[src/rtl/frame_buffer_controller.sv]
// Write/read sequencer for a single-port circular line store: fills rows from the
// pixel stream, then reads back the three newest rows as vertical 3-pixel columns.
module frame_buffer_controller #(
    parameter int P_COLUMNS     = 640,
    parameter int P_ROWS        = 4,
    parameter int P_PIXEL_DEPTH = 8
) (
    input  logic                         I_CLK,
    input  logic                         I_RESET,
    input  logic                         I_FRAME_RESTART,
    input  logic [P_PIXEL_DEPTH-1:0]     I_PIXEL,
    input  logic                         I_PIXEL_VALID,
    output logic                         O_PIXEL_READY,
    output logic [$clog2(P_COLUMNS)-1:0] O_BUF_COLUMN,
    output logic [$clog2(P_ROWS)-1:0]    O_BUF_ROW,
    output logic [P_PIXEL_DEPTH-1:0]     O_BUF_PIXEL,
    output logic                         O_BUF_WRITE_ENABLE,
    output logic                         O_BUF_READ_ENABLE,
    input  logic [P_PIXEL_DEPTH-1:0]     I_BUF_PIXEL,
    output logic [P_PIXEL_DEPTH-1:0]     O_COLUMN_TOP,
    output logic [P_PIXEL_DEPTH-1:0]     O_COLUMN_MID,
    output logic [P_PIXEL_DEPTH-1:0]     O_COLUMN_BOT,
    output logic [$clog2(P_COLUMNS)-1:0] O_COLUMN_INDEX,
    output logic                         O_COLUMN_VALID,
    output logic                         O_BUSY
);

    localparam int COL_W = $clog2(P_COLUMNS);
    localparam int ROW_W = $clog2(P_ROWS);
    localparam logic [COL_W-1:0] LAST_COL = COL_W'(P_COLUMNS - 1);
    localparam logic [ROW_W-1:0] LAST_ROW = ROW_W'(P_ROWS - 1);

    typedef enum logic [1:0] {
        ST_WRITE = 2'd0,
        ST_READ  = 2'd1,
        ST_DRAIN = 2'd2
    } state_t;

    state_t                 state_q, state_d;
    logic [ROW_W-1:0]       wr_row_q, wr_row_d;
    logic [COL_W-1:0]       wr_col_q, wr_col_d;
    logic [1:0]             rows_filled_q, rows_filled_d;
    logic [COL_W-1:0]       rd_col_q, rd_col_d;
    logic [1:0]             rd_phase_q, rd_phase_d;
    logic                   pixel_ready_q, pixel_ready_d;
    logic                   busy_q, busy_d;
    logic                   pipe_valid_q, pipe_valid_d;
    logic [1:0]             pipe_phase_q, pipe_phase_d;
    logic [COL_W-1:0]       pipe_col_q, pipe_col_d;
    logic [P_PIXEL_DEPTH-1:0] top_hold_q, top_hold_d;
    logic [P_PIXEL_DEPTH-1:0] mid_hold_q, mid_hold_d;
    logic [P_PIXEL_DEPTH-1:0] col_top_q, col_top_d;
    logic [P_PIXEL_DEPTH-1:0] col_mid_q, col_mid_d;
    logic [P_PIXEL_DEPTH-1:0] col_bot_q, col_bot_d;
    logic [COL_W-1:0]       col_index_q, col_index_d;
    logic                   col_valid_q, col_valid_d;

    logic                   clear;
    logic                   accept;
    logic [ROW_W-1:0]       row_top, row_mid, row_bot, rd_row;

    // Steps back k rows around the circular store; valid for any P_ROWS >= 4.
    function automatic logic [ROW_W-1:0] row_back(input logic [ROW_W-1:0] base, input int k);
        int t;
        t = int'(base) - k;
        if (t < 0) begin
            t = t + P_ROWS;
        end
        return ROW_W'(t);
    endfunction

    assign clear  = I_RESET | I_FRAME_RESTART;
    assign accept = I_PIXEL_VALID & pixel_ready_q;

    // wr_row already points at the next row to be written, so the newest row is one behind.
    assign row_top = row_back(wr_row_q, 3);
    assign row_mid = row_back(wr_row_q, 2);
    assign row_bot = row_back(wr_row_q, 1);

    always_comb begin
        rd_row = row_bot;
        case (rd_phase_q)
            2'd0:    rd_row = row_top;
            2'd1:    rd_row = row_mid;
            default: rd_row = row_bot;
        endcase
    end

    assign O_BUF_PIXEL        = I_PIXEL;
    assign O_BUF_WRITE_ENABLE = accept;
    assign O_BUF_READ_ENABLE  = (state_q == ST_READ);
    assign O_BUF_ROW          = (state_q == ST_READ) ? rd_row : wr_row_q;
    assign O_BUF_COLUMN       = (state_q == ST_READ) ? rd_col_q : wr_col_q;

    always_comb begin
        state_d       = state_q;
        wr_row_d      = wr_row_q;
        wr_col_d      = wr_col_q;
        rows_filled_d = rows_filled_q;
        rd_col_d      = rd_col_q;
        rd_phase_d    = rd_phase_q;
        top_hold_d    = top_hold_q;
        mid_hold_d    = mid_hold_q;
        col_top_d     = col_top_q;
        col_mid_d     = col_mid_q;
        col_bot_d     = col_bot_q;
        col_index_d   = col_index_q;
        col_valid_d   = 1'b0;
        pipe_valid_d  = (state_q == ST_READ);
        pipe_phase_d  = rd_phase_q;
        pipe_col_d    = rd_col_q;

        case (state_q)
            ST_WRITE: begin
                if (accept) begin
                    if (wr_col_q == LAST_COL) begin
                        wr_col_d      = '0;
                        wr_row_d      = (wr_row_q == LAST_ROW) ? '0 : wr_row_q + 1'b1;
                        rows_filled_d = (rows_filled_q == 2'd3) ? 2'd3 : rows_filled_q + 2'd1;
                        if (rows_filled_d == 2'd3) begin
                            state_d = ST_READ;
                        end
                    end else begin
                        wr_col_d = wr_col_q + 1'b1;
                    end
                end
            end
            ST_READ: begin
                if (rd_phase_q == 2'd2) begin
                    rd_phase_d = 2'd0;
                    if (rd_col_q == LAST_COL) begin
                        rd_col_d = '0;
                        state_d  = ST_DRAIN;
                    end else begin
                        rd_col_d = rd_col_q + 1'b1;
                    end
                end else begin
                    rd_phase_d = rd_phase_q + 2'd1;
                end
            end
            default: begin
                state_d = ST_WRITE;
            end
        endcase

        // I_BUF_PIXEL carries the read issued last cycle, tagged by the pipe registers.
        if (pipe_valid_q) begin
            case (pipe_phase_q)
                2'd0: top_hold_d = I_BUF_PIXEL;
                2'd1: mid_hold_d = I_BUF_PIXEL;
                default: begin
                    col_top_d   = top_hold_q;
                    col_mid_d   = mid_hold_q;
                    col_bot_d   = I_BUF_PIXEL;
                    col_index_d = pipe_col_q;
                    col_valid_d = 1'b1;
                end
            endcase
        end
    end

    assign pixel_ready_d = (state_d == ST_WRITE);
    assign busy_d        = (state_d != ST_WRITE);

    always_ff @(posedge I_CLK) begin
        if (clear) begin
            state_q       <= ST_WRITE;
            wr_row_q      <= '0;
            wr_col_q      <= '0;
            rows_filled_q <= '0;
            rd_col_q      <= '0;
            rd_phase_q    <= '0;
            pixel_ready_q <= 1'b0;
            busy_q        <= 1'b0;
            pipe_valid_q  <= 1'b0;
            pipe_phase_q  <= '0;
            pipe_col_q    <= '0;
            top_hold_q    <= '0;
            mid_hold_q    <= '0;
            col_top_q     <= '0;
            col_mid_q     <= '0;
            col_bot_q     <= '0;
            col_index_q   <= '0;
            col_valid_q   <= 1'b0;
        end else begin
            state_q       <= state_d;
            wr_row_q      <= wr_row_d;
            wr_col_q      <= wr_col_d;
            rows_filled_q <= rows_filled_d;
            rd_col_q      <= rd_col_d;
            rd_phase_q    <= rd_phase_d;
            pixel_ready_q <= pixel_ready_d;
            busy_q        <= busy_d;
            pipe_valid_q  <= pipe_valid_d;
            pipe_phase_q  <= pipe_phase_d;
            pipe_col_q    <= pipe_col_d;
            top_hold_q    <= top_hold_d;
            mid_hold_q    <= mid_hold_d;
            col_top_q     <= col_top_d;
            col_mid_q     <= col_mid_d;
            col_bot_q     <= col_bot_d;
            col_index_q   <= col_index_d;
            col_valid_q   <= col_valid_d;
        end
    end

    assign O_PIXEL_READY  = pixel_ready_q;
    assign O_BUSY         = busy_q;
    assign O_COLUMN_TOP   = col_top_q;
    assign O_COLUMN_MID   = col_mid_q;
    assign O_COLUMN_BOT   = col_bot_q;
    assign O_COLUMN_INDEX = col_index_q;
    assign O_COLUMN_VALID = col_valid_q;

endmodule

[config.mk]
export PLATFORM = sky130hd
export DESIGN_NAME = frame_buffer_controller
export DESIGN_NICKNAME = d
export VERILOG_FILES = /design/src/rtl/frame_buffer_controller.sv
export SDC_FILE = /design/constraint.sdc
export NUM_CORES = 1
export LEC_CHECK = 0
export ABC_AREA = 1
export CAP_MARGIN = 30
export CORE_MARGIN = 1
export CORE_UTILIZATION = 35
export DETAILED_ROUTE_END_ITERATION = 10
export PLACE_DENSITY = 0.62
export SLEW_MARGIN = 20
export SYNTH_ARGS = -nofsm -noshare
export SYNTH_HDL_FRONTEND = slang
export SYNTH_SLANG_ARGS = --single-unit
[constraint.sdc]
create_clock -name I_CLK -period 3 [get_ports I_CLK]
set_input_delay 0.75 -clock I_CLK [delete_from_list [all_inputs] [get_ports I_CLK]]
set_output_delay 0.75 -clock I_CLK [all_outputs]
set_load 0.05 [all_outputs]
==> flow_summary.yaml, run 1 <==
sta:
  slew_headroom_pct: 60.3
  hold_violations: 0
  fin_skew_ns: 0.0131
  tns_ns: 0
  fmax_mhz: 351
  report.final.slew_viol_count: 0
  fin_crit_ns: 2.85
  tightest_slew_ns: 0.594
  report.final.setup_viol: 0
  rsz0062_at_grt: "no"
  final.period_utilization_pct: 95.0
placed_design:
  dp_hpwl_um: 6210
  dpl_cell_area_mm2: 0.00438
  routabilityCongestion: 0.830
  port-buffer-count: 62
setup_path:
  crit_chain: "inv_1 -> nand2_2 -> o21ai_0 -> clkdlybuf4s50_1"
  path_class: "reg -> out"
  cp_max_fo: 26
  crit_arrival_ns: 2.10
  crit_path_max_incr_delay_ns: 0.85
  slowest_stage: "clkdlybuf4s50_1"
  worstSetupEndpointType: "primary output"
  critPathTopFamily: "buffers and inverters"
  startpoint_type: "flop"
  worst-path-buf-inv: 2
  required_ns: 2.25
clock_network:
  cts_buffers: 9
  cts_tree: "built"
  path_clk_slew_ns: 0.09
  post_cts_resized: 0
  cts_setup_buffers: 0
  htreeDepth: 3
  clk_latency_ns: 0.37
  clockBufferDepth: 2
  root_buffer: "clkbuf_8"
  clkSinkCount: 94
  postCtsHoldBufs: 0
route:
  post_drt_wl_per_cell_um: 12.8
  drc_errors: 0
  drtPass1Iterations: 5
  final_antenna_net_count: 0
  drt_iter0_drc: 144
  finalWirelength_um: 8720
  vias: 3210
  avgViaCountPerCell: 4.70
power_and_ir_drop:
  cellPowerDensity_mw_per_mm2: 465
  worst_ir_drop_vdd_uv: 212
  leakage_nw: 1.61
grt:
  antenna_found_initial: 0
  grtUsageTotal_pct: 16.6
  grt_max_degree: 60
  grt_pass1_vias: 3002
  grt_remaining_overflow: 0
  grt_pass1_wl_um: 14400
floorplan:
  coreArea_mm2: 0.0102
  num_rows: 37
  die_area_mm2: 0.0109
  initial_utilization_pct: 35.9
  fp.dieW_um: 104
  ios: 79
  die_h_um: 104
yosys:
  synthTopCellsByArea: "dfxtp_1 51%, nor2_1 12%, o21ai_0 9.4%, nand2_1 6.0%, inv_1 4.8%"
  synth_nets: 511
  netlist.area_leader.share_pct: 51.2
  synth-seq-area-share_pct: 51.2
  ys_warn_count: 0
  async_reset_ff_share_pct: 0
  synthFlopType: "dfxtp_1"
  synth_area_leader_cell: "dfxtp_1"
  ys_ff_latch: 94
  synth.most_common_cell: "nor2_1"
  synth_common_cells: "118 x nor2_1, 94 x dfxtp_1, 69 x o21ai_0"
  syn-instance-count: 488
  netlist_area_mm2: 0.00367
  synth_edf_count: 0
  ys_types: 32
  synth.avg_cell_area_um2: 7.53
finish:
  nets: 565
  syn2layout_area_growth_pct: 24.5
  drive_gt1_share_pct: 6.95
  fin_area_mm2: 0.00457
  n_antenna_cell: 0
worst_hold_path:
  min_path_type: "reg -> reg"
job:
  cap_violations: 0
status:
  status: "completed"
## final timing paths
check / startpoint / slack [ns] / endpoint / depth (start not counted)
min reg2reg: mid_hold_q[1] / 0.46 / O_COLUMN_MID[1] / 2
max reg2reg: wr_col_q[0] / 1.43 / wr_col_q[7] / 8
max: state_q[1] / 0.15 / O_BUF_COLUMN[2] / 4
min: mid_hold_q[1] / 0.46 / O_COLUMN_MID[1] / 2
## placed cells by master (no fill, tap or decap), drive strengths merged, types with 7 or more instances in the layout
master,netlist,routed
o21ai,72,72
dfxtp,94,94
a21oi,29,29
inv,49,55
clkdlybuf4s50,0,59
nor2,119,119
nor3,7,7
buf,14,9
clkbuf,11,9
nand2,63,63
nand3,11,11
## layout make-up
type | instances | area (um^2)
inverters | 50 | 189
well taps | 136 | 170
clock buffers | 9 | 124
flip-flops and latches | 94 | 1880
clock inverters | 7 | 60.1
fillers | 1034 | 5660
multi-input cells | 319 | 1470
repair buffers | 68 | 678
## state kept, by name, summed over array words and instances, names as in the netlist
register	count
O_COLUMN_INDEX	10
pipe_col_d	10
pipe_col_q	10
wr_col_q	10
O_COLUMN_BOT	8
O_COLUMN_MID	8
O_COLUMN_TOP	8
mid_hold_q	8
top_hold_q	8
pipe_phase_d	2
pipe_phase_q	2
rows_filled_q	2
state_q	2
wr_row_q	2
O_BUSY	1
O_COLUMN_VALID	1
O_PIXEL_READY	1
pipe_valid_q	1
## logic make-up after synthesis
| group | after synthesis | share of synthesized area, % |
|---|---|---|
| AO/OA/AOI/OAI | 105 | 14.9 |
| XOR/XNOR | 3 | 0.715 |
| adder cells (fa/ha/maj) | 3 | 1.02 |
| buffers and inverters | 75 | 8.72 |
| flip-flops | 94 | 51.2 |
| AND/OR/NAND/NOR | 208 | 23.4 |
## worst min-delay path, delay by kind of cell, from the launching register on
kind	cells	cell delay, ns
AOI/OAI and AO/OA	1	0.05
DFF	1	0.31
buffers and inverters	1	0.06
## per-stage QoR
stage / total power [W] / worst slack, ns / hold slack [ns] / utilization (%) / std cells
floorplan: 0.00134 / 0.496 / 0.429 / - / 488
global placement: 0.00135 / 0.621 / 0.445 / 42.8 / 666
detailed placement: 0.00135 / 0.562 / 0.451 / 42.8 / 666
CTS: 0.00215 / 0.128 / 0.462 / 44.6 / 682
global route: 0.00221 / 0.00911 / 0.492 / 44.7 / 683
finish: 0.00213 / 0.149 / 0.459 / 44.7 / 683
## power by group
part	leakage (nW)	switching [W]	internal [W]
Sequential	0.757	0.00000109	0.00125
Clock	0.0973	0.000486	0.000321
Combinational	0.759	0.0000421	0.0000273
## per-layer routing
layer  GRT usage, %  share of wire, %  vias up
li1               -                 -     1655
met1           21.5                47     1466
met3           3.95               5.1       11
met5              0                 0        -
met4           7.35               1.8        0
met2           26.3                46       78
No activity file was read; power rests on OpenSTA's default activity.
==> run 2: changes to the inputs <==
--- a/config.mk
+++ b/config.mk
@@ -6,6 +6,7 @@
 export NUM_CORES = 1
 export LEC_CHECK = 0
 export ABC_AREA = 1
+export ABC_CLOCK_PERIOD_IN_PS = 3000
 export CAP_MARGIN = 30
 export CORE_MARGIN = 1
 export CORE_UTILIZATION = 35
==> results of run 2 <==
Same layout as run 1: the final DEF is identical, and so are final timing and power.
